===== config.mk =====
export PLATFORM = sky130hd
export DESIGN_NAME = hash_light_stream
export DESIGN_NICKNAME = d
export VERILOG_FILES = /design/src/rtl/hash_light_pkg.sv /design/src/rtl/hash_light_round.sv /design/src/rtl/hash_light_stream.sv
export SDC_FILE = /design/constraint.sdc
export NUM_CORES = 1
export LEC_CHECK = 0
export BUFFER_PORTS_ARGS = -buffer_cell sky130_fd_sc_hd__buf_2
export CAP_MARGIN = 0
export CORE_UTILIZATION = 54
export DETAILED_ROUTE_END_ITERATION = 12
export PLACE_DENSITY_LB_ADDON = 0.08
export SYNTH_ARGS = -nofsm -noshare
export SYNTH_HDL_FRONTEND = slang
export SYNTH_SLANG_ARGS = --single-unit

===== constraint.sdc =====
create_clock -name clk -period 2.3 [get_ports clk]
set_input_delay 0.23 -clock clk [delete_from_list [all_inputs] [get_ports clk]]
set_output_delay 0.23 -clock clk [all_outputs]
set_load 0.02 [all_outputs]

===== src/rtl/hash_light_pkg.sv =====
// Shared types and helpers for the streaming light hash.
// Latency: n/a (declarations and pure functions only).
// Backpressure: n/a.
package hash_light_pkg;

  localparam int DIGEST_BYTES_DEF = 4;
  localparam int ROUNDS_DEF       = 4;

  typedef logic [2:0] state_t;

  localparam state_t S_IDLE  = 3'd0;
  localparam state_t S_WAIT  = 3'd1;
  localparam state_t S_ROUND = 3'd2;
  localparam state_t S_PAD   = 3'd3;
  localparam state_t S_DONE  = 3'd4;

  // Rotate a byte left by n bit positions (n = 0..7).
  function automatic logic [7:0] rotl8(input logic [7:0] x, input logic [2:0] n);
    logic [15:0] t;
    t = {x, x} << n;
    return t[15:8];
  endfunction

  // Per-round constant: the round index itself, already truncated to a byte.
  function automatic logic [7:0] rc(input logic [7:0] idx);
    return idx;
  endfunction

endpackage


===== src/rtl/hash_light_round.sv =====
// One combinational compression round: H'[i] = rotl8(H[i+1] ^ M, i%7+1) ^ rc(r).
// Latency: 0 cycles (pure combinational).
// Backpressure: none; the caller decides when to register the result.
module hash_light_round
  import hash_light_pkg::*;
#(
  parameter int DIGEST_BYTES = DIGEST_BYTES_DEF
) (
  input  logic [DIGEST_BYTES*8-1:0] h_in,
  input  logic [7:0]                m,
  input  logic [7:0]                r,
  output logic [DIGEST_BYTES*8-1:0] h_out
);

  // Every output byte is built from the old state only, so all bytes update together.
  always_comb begin
    h_out = '0;
    for (int i = 0; i < DIGEST_BYTES; i++) begin
      h_out[8*i +: 8] = rotl8(h_in[8*((i+1) % DIGEST_BYTES) +: 8] ^ m, 3'((i % 7) + 1)) ^ rc(r);
    end
  end

endmodule


===== src/rtl/hash_light_stream.sv =====
// Streaming light hash: absorbs bytes over valid/ready into an IV-seeded state; optional length pad (HASH_LIGHT_LEN_PAD_EN).
// Latency: ROUNDS cycles per accepted byte (plus ROUNDS for the pad byte when enabled), then a one-cycle done pulse.
// Backpressure: msg_ready is high only while waiting for a byte; it drops for the whole round sequence of each byte.
module hash_light_stream
  import hash_light_pkg::*;
#(
  parameter int DIGEST_BYTES = DIGEST_BYTES_DEF,
  parameter int ROUNDS       = ROUNDS_DEF,
  parameter int LEN_W        = 16
) (
  input  logic                      clk,
  input  logic                      rst,
  input  logic                      start,
  input  logic [DIGEST_BYTES*8-1:0] iv,
  input  logic                      msg_valid,
  input  logic [7:0]                msg_data,
  input  logic                      msg_last,
  output logic                      msg_ready,
  output logic [DIGEST_BYTES*8-1:0] digest,
  output logic                      done,
  output logic                      busy,
  output logic [LEN_W-1:0]          byte_count
);

  localparam int          DW     = DIGEST_BYTES * 8;
  localparam logic [7:0]  LAST_R = 8'(ROUNDS - 1);

  state_t            state_q, state_d;
  logic [DW-1:0]     h_q, h_d;
  logic [7:0]        m_q, m_d;
  logic [7:0]        r_q, r_d;
  logic              last_q, last_d;
  logic [LEN_W-1:0]  cnt_q, cnt_d;
  logic              start_q, start_d;
  logic              start_acc;
  logic [DW-1:0]     h_round;

  hash_light_round #(.DIGEST_BYTES(DIGEST_BYTES)) u_round (
    .h_in  (h_q),
    .m     (m_q),
    .r     (r_q),
    .h_out (h_round)
  );

  // Next-state logic: start edge detect, byte handshake, round sequencing.
  always_comb begin
    state_d = state_q;
    h_d     = h_q;
    m_d     = m_q;
    r_d     = r_q;
    last_d  = last_q;
    cnt_d   = cnt_q;
    start_d = start;
    // A held start cannot retrigger; edges are only honoured when no hash is running.
    start_acc = start && !start_q && (state_q == S_IDLE || state_q == S_DONE);

    case (state_q)
      S_IDLE, S_DONE: begin
        state_d = S_IDLE;
        if (start_acc) begin
          h_d     = iv;
          cnt_d   = '0;
          state_d = S_WAIT;
        end
      end
      S_WAIT: begin
        if (msg_valid) begin
          m_d     = msg_data;
          last_d  = msg_last;
          r_d     = '0;
          state_d = S_ROUND;
          if (cnt_q != '1) cnt_d = cnt_q + LEN_W'(1);
        end
      end
      S_ROUND: begin
        h_d = h_round;
        r_d = r_q + 8'd1;
        if (r_q == LAST_R) begin
          if (!last_q) begin
            state_d = S_WAIT;
          end else begin
`ifdef HASH_LIGHT_LEN_PAD_EN
            // Pad byte is the low byte of the message length; it is not counted.
            m_d     = 8'(cnt_q);
            r_d     = '0;
            state_d = S_PAD;
`else
            state_d = S_DONE;
`endif
          end
        end
      end
`ifdef HASH_LIGHT_LEN_PAD_EN
      S_PAD: begin
        h_d = h_round;
        r_d = r_q + 8'd1;
        if (r_q == LAST_R) state_d = S_DONE;
      end
`endif
      default: state_d = S_IDLE;
    endcase
  end

  // State registers; reset clears everything including the start edge history.
  always_ff @(posedge clk or posedge rst) begin
    if (rst) begin
      state_q <= S_IDLE;
      h_q     <= '0;
      m_q     <= '0;
      r_q     <= '0;
      last_q  <= 1'b0;
      cnt_q   <= '0;
      start_q <= 1'b0;
    end else begin
      state_q <= state_d;
      h_q     <= h_d;
      m_q     <= m_d;
      r_q     <= r_d;
      last_q  <= last_d;
      cnt_q   <= cnt_d;
      start_q <= start_d;
    end
  end

  assign digest     = h_q;
  assign byte_count = cnt_q;
  assign msg_ready  = (state_q == S_WAIT);
  assign done       = (state_q == S_DONE);
  assign busy       = (state_q == S_WAIT) || (state_q == S_ROUND) || (state_q == S_PAD);

endmodule

# Word-level counts from Yosys, hierarchy flattened
# Cells that the tools add are included.
# Widths: inputs -> output; s select.
[classes]
eq_ne = 10
addsub = 2
n_bitwise = 8
mux = 13
reduce_logical = 16
[ops]
columns = ["cell", "n"]
rows = [
  ["$pmux 32 s2", 1],
  ["$xor 8x8->8", 8],
  ["$mux 16", 3],
  ["$mux 32", 1],
  ["$pmux 16 s2", 1],
  ["$add 16x1->16 const B", 1],
  ["$ne 16x16->1 const B", 1],
  ["$pmux 8 s2", 1],
  ["$mux 3", 3],
  ["$pmux 3 s3", 1],
  ["$add 8x1->8 const B", 1],
  ["$eq 8x2->1 const B", 1],
  ["$mux 8", 1],
  ["$reduce_and 2->1", 4],
  ["$eq 3x2->1 const B", 2],
  ["$ne 2x2->1 const B", 3],
  ["$reduce_bool 2->1", 3],
  ["$reduce_and 4->1", 1],
  ["$eq 3x1->1 const B", 1],
  ["$eq 3x3->1 const B", 1],
  ["$logic_not 3->1", 1],
  ["$logic_or 1x1->1", 3],
  ["$logic_and 1x1->1", 2],
  ["$ne 2x1->1 const B", 1],
  ["3 further kinds", 3],
]
[word_totals]
out_inout_bits = 51
reg_bits = 69
elab_cells = 56

# Logic depth before layout (Yosys ltp)
# Gate-level depths: netlist of run 1.
[logic_depth]
depth_word = 5
depth_mapped = 7

# Cells and area by module
# From an unflattened synthesis of run 1, not the netlist that was laid out.
[hier_totals]
cells_unflattened = 379
area_unflattened_um2 = 4137.7
[modules_own_cells]
columns = ["mod", "area_each_um2", "cells_per_inst", "n_inst"]
rows = [
  ["hash_light_stream", 3355.7, 345, 1],
  ["hash_light_round", 782.0, 34, 1],
]

# Worst setup path before layout of run 1
# Ideal clock, no wire load.
[synth_path]
path_type = "flip-flop to flip-flop"
start = "reg cnt_q[0], in the netlist byte_count[0]"
end = "reg cnt_q[15], in the netlist byte_count[15]"
t_required_ns = 2.213
t_arrival_ns = 1.656
path_stages_with_launch = 7
slack_ns = 0.557
setup_time_ns = 0.087
synth_period_minus_slack_ns = 1.743
path_buffers = 1
path_cell_list = "dfrtp_1 -> ha_1 -> and3_1 -> nand4_1 -> o21a_2 -> buf_6 -> o211ai_1"
[synth_between]
elab_chain_cells = 4
elab_cells_between_ends = 7
classes_between = "add/sub: 1; eq/ne: 2; mux: 3; reduce/logical: 1"
[synth_rtl]
columns = ["item", "line", "rtl"]
rows = [
  ["from (decl)", "hash_light_stream.sv:33", "logic [LEN_W-1:0] cnt_q, cnt_d;"],
  ["from (signal assigned)", "hash_light_stream.sv:120", "cnt_q <= cnt_d;"],
  ["$add 16x1->16", "hash_light_stream.sv:72", "if (cnt_q != '1) cnt_d = cnt_q + LEN_W'(1);"],
  ["$mux 16", "hash_light_stream.sv:72", ""],
  ["$mux 16", "hash_light_stream.sv:67", "if (msg_valid) begin"],
  ["$pmux 16 s2", "hash_light_stream.sv:57", "case (state_q)"],
]
# Several ways; a longest one is shown, not always the timed one. The select of a mux whose other input is x is not followed.
# A chain may end at the register's enable or synchronous reset.

# Worst setup path after layout of run 1
[layout_path]
start = "reg state_q[1]"
end = "reg cnt_q[0], in the netlist byte_count[0]"
[layout_between]
elab_chain_cells = 5
elab_cells_between_ends = 12
classes_between = "eq/ne: 5; mux: 1; reduce/logical: 6"
[layout_rtl]
columns = ["item", "line", "rtl"]
rows = [
  ["from (decl)", "hash_light_stream.sv:28", "state_t state_q, state_d;"],
  ["from (signal assigned)", "hash_light_stream.sv:115", "state_q <= state_d;"],
  ["$eq 3x3->1 or $logic_not 3->1 (tied branches)", "hash_light_stream.sv:55, hash_light_stream.sv:57", ""],
  ["$logic_or 1x1->1", "hash_light_stream.sv:55", "start_acc = start && !start_q && (state_q == S_IDLE || state_q == S_DONE);"],
  ["$logic_and 1x1->1", "hash_light_stream.sv:55", ""],
  ["$ne 2x2->1 (no line)", "n/a", ""],
  ["$reduce_and 4->1 (no line)", "n/a", ""],
]
# Several ways; a longest one is shown, not always the timed one.

==> results of run 1 <==
## cell usage after synthesis, types with 3 or more instances
cell       instances
nand4_1            6
a22oi_1           31
buf_1              3
nor2_1            14
clkbuf_1          21
o211ai_1           7
mux2i_1            5
nand2_1           66
a22o_1             3
o21ai_1            6
and2_1             5
nand3_1            7
a21oi_1            5
a2111oi_0          4
and4_1             4
o21ai_0           26
xnor2_1           45
a31oi_1            3
xor2_1            24
dfrtp_1           69
buf_2              9
inv_1             12
and3_1             4
## final timing paths
path,from,to,slack [ns],cells past startpoint
setup / recovery,state_q[1],byte_count[0],0.31,4
hold / removal,start,start_q,0.02,1
setup reg to reg,state_q[1],byte_count[0],0.31,4
hold reg to reg,digest[29],digest[29],0.52,2
max in group asynchronous,rst,byte_count[11],1.49,4
min in group asynchronous,rst,start_q,0.49,4
## power breakdown
group	internal, mW	switching, mW	leakage, nW	total, mW
Combinational	1.38	1.84	1.22	3.23
Clock	0.633	0.457	0.105	1.09
Sequential	1.71	0.748	0.884	2.46
## through the flow
stage	std cells	setup WS (ns)	util
after CTS	593	0.3081	0.6787
after global routing	593	0.1942	0.6787
final	593	0.3150	0.6787
after detailed placement	577	0.3278	0.6461
after global placement	577	0.3899	0.6461
after floorplan	412	0.3301	-
## per-layer routing
layer,up-vias,global-route usage,part of all wire
met1,1635,0.4210,0.45
met3,17,0.04645,0.070
met2,143,0.4438,0.46
met5,-,0,0
met4,0,0.09848,0.016
li1,1599,-,-
## cell type report
cell class              instances  area, um2
clock buffers                  11      141.4
clock inverters                 4      72.57
fillers                       587       2207
inverters                      12      45.04
multi-input cells             296       1991
flip-flops and latches         69       1727
well taps                      96      120.1
repair buffers                105      565.5
## state kept, by name, indices dropped and copies added (netlist names)
register and cells:
digest 32, byte_count 16, m_q 8, r_q 8
state_q 3, last_q 1, start_q 1
## critical path, stage by stage (launching register included)
cell,delay (ns)
dfrtp_1,0.50
or4b_1,0.69
nand2_1,0.16
o21a_2,0.34
mux2i_1,0.14
## cells by family after synthesis
family	after synthesis	share of synthesized area
AOI/OAI and AO/OA	98	0.1750
and+or+nand+nor	122	0.1541
DFF	69	0.4440
xor gates and xnor gates	69	0.1554
muxes	5	0.01287
buffers and inverters	47	0.05212
adders and majority gates	2	0.006434
==> metrics, run 1 <==
status=completed; clk sink count=slightly below 70; first-pass GRT wire length=16560 um; DRC=0; detailed-route via count=3394; routed wire length=between 10000 and 15000 um; hold_buf cts=1; slew margin rel.=0.6370; post-cts resize count=0; initial antenna violation count=0; Clock Path Buffers=2; layout net count=540; Finish-stage setup viols=0; Die H=86.86 um; dpl hpwl=7071 um; Setup crit end kind=register; synth-to-layout area growth=19.88%; Async SR Flop Fraction=1.000; sequential share of the synthesized area=0.4440; gpl congestion=around 0.97; Tmin final=between 1.5 and 2 ns; worst-margin pin slew=0.5307 ns; Tot Pwr=6.779 mW; Critical Path Start Type=register; fin area=4662 um2; Post-synth top flop=dfrtp_1; clk_skew=0.01454 ns; Synth Cell Area=3889 um2; via/cell ratio=5.723; max_cap viols=0; Post-synth EDFFs=0; Avg Cell Area, Syn=9.439 um2; Ys Warns=0; Highest Clock Rate=0.5038 GHz; leak pwr=2.212 nW; commonest non-fill, non-tap cell in the layout=buf_2; worst endpoint required time=2.49 ns; Max VDD drop=0.7528 mV; grt total ovfl=0; final hold viol count=0; Mapped Cells=412; layout cells sized above 1=0.2616; largest net degree at the start of global routing=70; Placed Area=4438 um2; most frequent cells in the layout=buf_2, dfrtp_1, nand2_1, xnor2_1, a22oi_1; TritonCTS Buffers=9; remaining antenna violation count=0; row cnt=30; total track usage=0.2905; Post-CTS Setup Inserts=0; Arr. time, crit path=about 2.2 ns; clock tree from TritonCTS=done; DR pass1 iterations=5; clock latency on the worst-skew pair=0.34 ns; CTS Root Cell=clkbuf_8; synth unique cells=47; leading post-synthesis cells by cell area=dfrtp_1, xnor2_1, nand2_1; unrepaired setup endpoints after global routing=false; wire length per cell=around 17 um; Cell Pwr Density=1454 nW/um2; IO Pins=96; die area=7545 um2; PortBufs=95; ant diodes=0; final period utilization=0.8631; post-synthesis register bit count=69; number of global-route vias before repair=between 3000 and 4000; Worst Hold Class=input port to register; Synth top area share=0.4440; Pins Over Slew Limit=0; setup TNS=0 ns; Synth area leader=dfrtp_1; critical-path maximum fanout=12; Iter 0 DRT Violations=226; Core Area=6869 um2; Synthesized Nets=459; final hold slack=0.01900 ns; Worst-path clk slew=0.08 ns; initial core utilization=0.5661; Die W=a little under 90 um; H-tree levels=3; critical path class=register to register
Power figures use the tool's default switching activity.
==> run 2, diff against run 1 <==
--- a/config.mk
+++ b/config.mk
@@ -9,7 +9,9 @@
 export CAP_MARGIN = 0
 export CORE_UTILIZATION = 54
 export DETAILED_ROUTE_END_ITERATION = 12
+export GPL_TIMING_DRIVEN = 0
 export PLACE_DENSITY_LB_ADDON = 0.08
+export REMOVE_ABC_BUFFERS = 1
 export SYNTH_ARGS = -nofsm -noshare
 export SYNTH_HDL_FRONTEND = slang
 export SYNTH_SLANG_ARGS = --single-unit
==> metrics, run 2 (same netlist as run 1, synthesis figures left out) <==
Worst Setup Slack, final=0.1367 ns (-0.1783 ns); worst endpoint required time=2.07 ns (-0.42 ns); max reg flops=32 (unchanged); H-tree levels=3 (unchanged); CTS Root Cell=clkbuf_8; remaining antenna violation count=0 (unchanged); most frequent cells in the layout=buf_2, dfrtp_1, nand2_1, xnor2_1, a22oi_1; row cnt=30 (unchanged); Worst-path clk slew=0.07 ns (about the same); wire length per cell=16.41 um (-5.0%); Pins Over Slew Limit=0 (unchanged); dpl hpwl=6800 um (-3.8%); Max VDD drop=0.6487 mV (-14%); layout net count=539 (-0.19%); DR pass1 iterations=4 (-1); initial core utilization=0.5661 (unchanged); clock latency on the worst-skew pair=0.33 ns (about the same); max_cap viols=0 (unchanged); critical-path maximum fanout=18 (+6); Core Area=6869 um2 (unchanged); Tmin final=2.163 ns (+0.1783 ns); gpl congestion=0.8220 (-16%); clock tree from TritonCTS=done; Arr. time, crit path=1.93 ns (-0.24 ns); commonest non-fill, non-tap cell in the layout=buf_2; Die H=86.86 um (unchanged); Place WS=-0.2015 ns (-0.5294 ns); Iter 0 DRT Violations=212 (-6.2%); layout cells sized above 1=0.2646 (+0.003077); final hold viol count=0 (unchanged); total track usage=0.2692 (-0.02129); detailed-route via count=3345 (-1.4%); Tot Pwr=6.598 mW (-2.7%); Setup crit end kind=output port; first-pass GRT wire length=15320 um (-7.5%); unrepaired setup endpoints after global routing=false; number of global-route vias before repair=3035 (-4.8%); grt total ovfl=0 (unchanged); Clock Path Buffers=2 (unchanged); TritonCTS Buffers=9 (unchanged); Cell Pwr Density=1411 nW/um2 (-3.0%); clk sink count=69 (unchanged); # fillers=568 (-3.2%); status=completed; slew margin rel.=0.4363 (-0.2008); setup slack, reg-to-reg=0.23 ns (-0.08 ns); PortBufs=95 (unchanged); Finish-stage setup viols=0 (unchanged); IO Pins=96 (unchanged); largest net degree at the start of global routing=70 (unchanged); via/cell ratio=5.660 (-1.1%); initial antenna violation count=0 (unchanged); Die W=86.86 um (unchanged); DRC=0 (unchanged); final core utilization=0.6807 (+0.002003); die area=7545 um2 (unchanged); ant diodes=0 (unchanged); critical path class=register to output port; clk_skew=0.004668 ns (-0.009869 ns); worst-margin pin slew=0.8456 ns (+0.3149 ns); final period utilization=0.9406 (+0.07751); synth-to-layout area growth=20.24%; routed wire length=9697 um (-5.3%); Critical Path Start Type=register; leak pwr=2.208 nW (-0.15%); Highest Clock Rate=0.4623 GHz (-8.2%); Worst Hold Class=input port to register
## run 2: what timing repair did
| action | CTS | global route |
|---|---|---|
| setup endpoints to repair | 37 | 17 |
| hold buffers | 0 | 0 |
| endpoints found under the hold margin | 0 | 0 |
| buffers inserted | 1 | 5 |
| resized for setup | 3 | 1 |
| pin swaps | 1 | 0 |
## run 2: final timing paths
path                                from            end  cells after the start
setup / recovery              state_q[0]      msg_ready                      2
hold / removal                     start        start_q                      1
setup reg to reg           byte_count[0]  byte_count[8]                      5
hold reg to reg                   last_q         last_q                      2
max in group asynchronous            rst      digest[6]                      2
min in group asynchronous            rst     digest[25]                      2
## run 2: routing by layer
metal	track usage	share of wire
met1	0.3576	0.44
met2	0.4402	0.48
met4	0.09848	0.016
met5	0	0
met3	0.05118	0.062
## run 2: through the flow
stage / hold WS (ns) / setup TNS (ns) / cells / area, um2
after floorplan: 0.2614 / -29.83 / 377 / 3731
after global placement: 0.3587 / -153.45 / 568 / 4327
after detailed placement: 0.3878 / -4.195 / 571 / 4405
after CTS: 0.03066 / 0 / 586 / 4614
after global routing: 0.03375 / 0 / 591 / 4676
final: 0.04890 / 0 / 591 / 4676
## run 2: critical path, cell delays in order (launching register included)
cell and delay, ns:
dfrtp_1 0.60, nor3b_4 0.71, buf_2 0.29
## run 2: final cells by class
cell class | count | area (um2) | share of cell area
Clock buffer | 13 | 178.9 | 0.03827
Tap cell | 96 | 120.1 | 0.02569
Clock inverter | 1 | 5.005 | 0.001070
Multi-Input combinational cell | 296 | 2019 | 0.4319
Inverter | 12 | 47.55 | 0.01017
Sequential cell | 69 | 1727 | 0.3693
Timing Repair Buffer | 104 | 578.1 | 0.1236
## run 2: report_power, final
part | internal (mW) | switching (mW)
logic | 1.45 | 1.78
clock network | 0.496 | 0.420
registers | 1.72 | 0.732
total | 3.67 | 2.93
==> run 3, diff against run 2 <==
--- a/config.mk
+++ b/config.mk
@@ -7,7 +7,9 @@
 export LEC_CHECK = 0
 export BUFFER_PORTS_ARGS = -buffer_cell sky130_fd_sc_hd__buf_2
 export CAP_MARGIN = 0
-export CORE_UTILIZATION = 54
+export CELL_PAD_IN_SITES_DETAIL_PLACEMENT = 1
+export CELL_PAD_IN_SITES_GLOBAL_PLACEMENT = 2
+export CORE_UTILIZATION = 32
 export DETAILED_ROUTE_END_ITERATION = 12
 export GPL_TIMING_DRIVEN = 0
 export PLACE_DENSITY_LB_ADDON = 0.08
==> metrics, run 3 (same netlist as run 1, synthesis figures left out) <==
layout cells sized above 1=0.2693 (+0.004660); IO Pins=96 (unchanged); die area=12600 um2 (+67%); Critical Path Start Type=register; Die H=112.2 um (+29%); critical path class=register to register; r2r startpoint=state_q[0]; unrepaired setup endpoints after global routing=false; clock tree from TritonCTS=done; DR pass1 iterations=8 (+4); worst setup path endpoint=byte_count[14]; fin area=4922 um2 (+5.3%); Worst setup startpoint=state_q[0]; Post-Place Cells=621 (+8.8%); routed wire length=12270 um (+26%); Worst-path clk slew=0.06 ns (about the same); remaining antenna violation count=0 (unchanged); Core Area=11610 um2 (+69%); clk sink count=69 (unchanged); Tot Pwr=7.206 mW (+9.2%); Highest Clock Rate=0.4753 GHz (+2.8%); wire length per cell=18.93 um (+15%); critical-path maximum fanout=12 (-6); detailed-route via count=3405 (+1.8%); final core utilization=0.4238 (-0.2569); total track usage=0.2097 (-0.05943); Max VDD drop=0.5406 mV (-17%); Pins Over Slew Limit=0 (unchanged); max reg flops=32 (unchanged); clock latency on the worst-skew pair=0.33 ns (about the same); synth-to-layout area growth=26.58%; status=finished with violations; final hold viol count=0 (unchanged); final hold slack=0.03885 ns (-0.01004 ns); row cnt=39 (+30%); slew margin rel.=0.5169 (+0.08062); Tmin final=2.104 ns (-0.05930 ns); violated checks=design-rule violations; Placed Area=4523 um2 (+2.7%); ant diodes=0 (unchanged); max_cap viols=0 (unchanged); Clock Path Buffers=2 (unchanged); DRC=10 (+10); Cell Pwr Density=1464 nW/um2 (+3.8%); setup slack, reg-to-reg=0.20 ns (-0.03 ns); first-pass GRT wire length=20060 um (+31%); initial core utilization=0.3348 (-0.2313); fin cells=648 (+9.6%); PortBufs=95 (unchanged); dpl hpwl=8690 um (+28%); hold-critical path depth=1 (unchanged); commonest non-fill, non-tap cell in the layout=buf_2; worst-margin pin slew=0.7239 ns (-0.1217 ns); final period utilization=0.9148 (-0.02578); leak pwr=2.300 nW (+4.1%); Setup crit end kind=register; H-tree levels=3 (unchanged); via/cell ratio=5.255 (-7.2%); most frequent cells in the layout=buf_2, dfrtp_1, nand2_1, xnor2_1, a22oi_1; initial antenna violation count=0 (unchanged); Die W=112.2 um (+29%); worst endpoint required time=2.49 ns (+0.42 ns); clk_skew=0.006634 ns (+0.001966 ns); CTS Root Cell=clkbuf_16; worst flop-to-flop path endpoint=byte_count[14]; Worst Hold Class=input port to register; layout net count=547 (+1.5%); TritonCTS Buffers=9 (unchanged); Finish-stage setup viols=0 (unchanged); Iter 0 DRT Violations=195 (-8.0%); Arr. time, crit path=2.30 ns (+0.37 ns); number of global-route vias before repair=3560 (+17%); gpl congestion=0.7276 (-11%); grt total ovfl=0 (unchanged); largest net degree at the start of global routing=47 (-33%); R2R depth=4 (-1)
==> run 3: worst min-delay path by stage <==
stage,startpoint,to
2_1_floorplan,start,start_q
3_3_place_gp,start,start_q
3_5_place_dp,rst,m_q[4]
4_1_cts,start,start_q
5_1_grt,start,start_q
6_report,start,start_q
==> run 3: metal layers <==
metal,global-route usage,wire (um)
met5,0,0
met3,0.03834,532
met4,0.06844,178
met1,0.2862,5730
met2,0.3371,5823
==> run 3: final cells by class <==
cell class,instances,area [um2]
Multi-Input combinational cell,296,2019
Tap cell,143,178.9
Clock inverter,1,5.005
Sequential cell,69,1727
Timing Repair Buffer,112,676.9
Clock buffer,15,267.8
Fill cell,1359,6691
Inverter,12,47.55
==> run 3: what timing repair did <==
item | in CTS | in global routing
pin swaps | 1 | 0
setup endpoints to repair | 32 | 2
hold buffers | 1 | 0
hold endpoints to repair | 23 | 0
gates resized for setup | 4 | 0
setup buffers | 4 | 6
==> run 3: stage by stage <==
stage / setup WS (ns) / setup TNS (ns)
2_1_floorplan: -0.9323 / -29.83
3_3_place_gp: -3.494 / -207.96
3_5_place_dp: -0.3588 / -5.624
4_1_cts: 0.01131 / 0
5_1_grt: 0.07431 / 0
6_report: 0.1960 / 0
==> run 3: critical path, cell delays in order (launching register included) <==
cell and delay [ns]:
dfrtp_1 0.53, or4b_1 0.74, nand2_1 0.17, o21a_2 0.37
o221ai_1 0.16
==> run 3: power breakdown <==
group          switching (mW)  total, mW  internal [mW]
sequential              0.771       2.49           1.72
combinational            1.88       3.41           1.53
clock                   0.518       1.31          0.790
total                    3.17       7.21           4.03
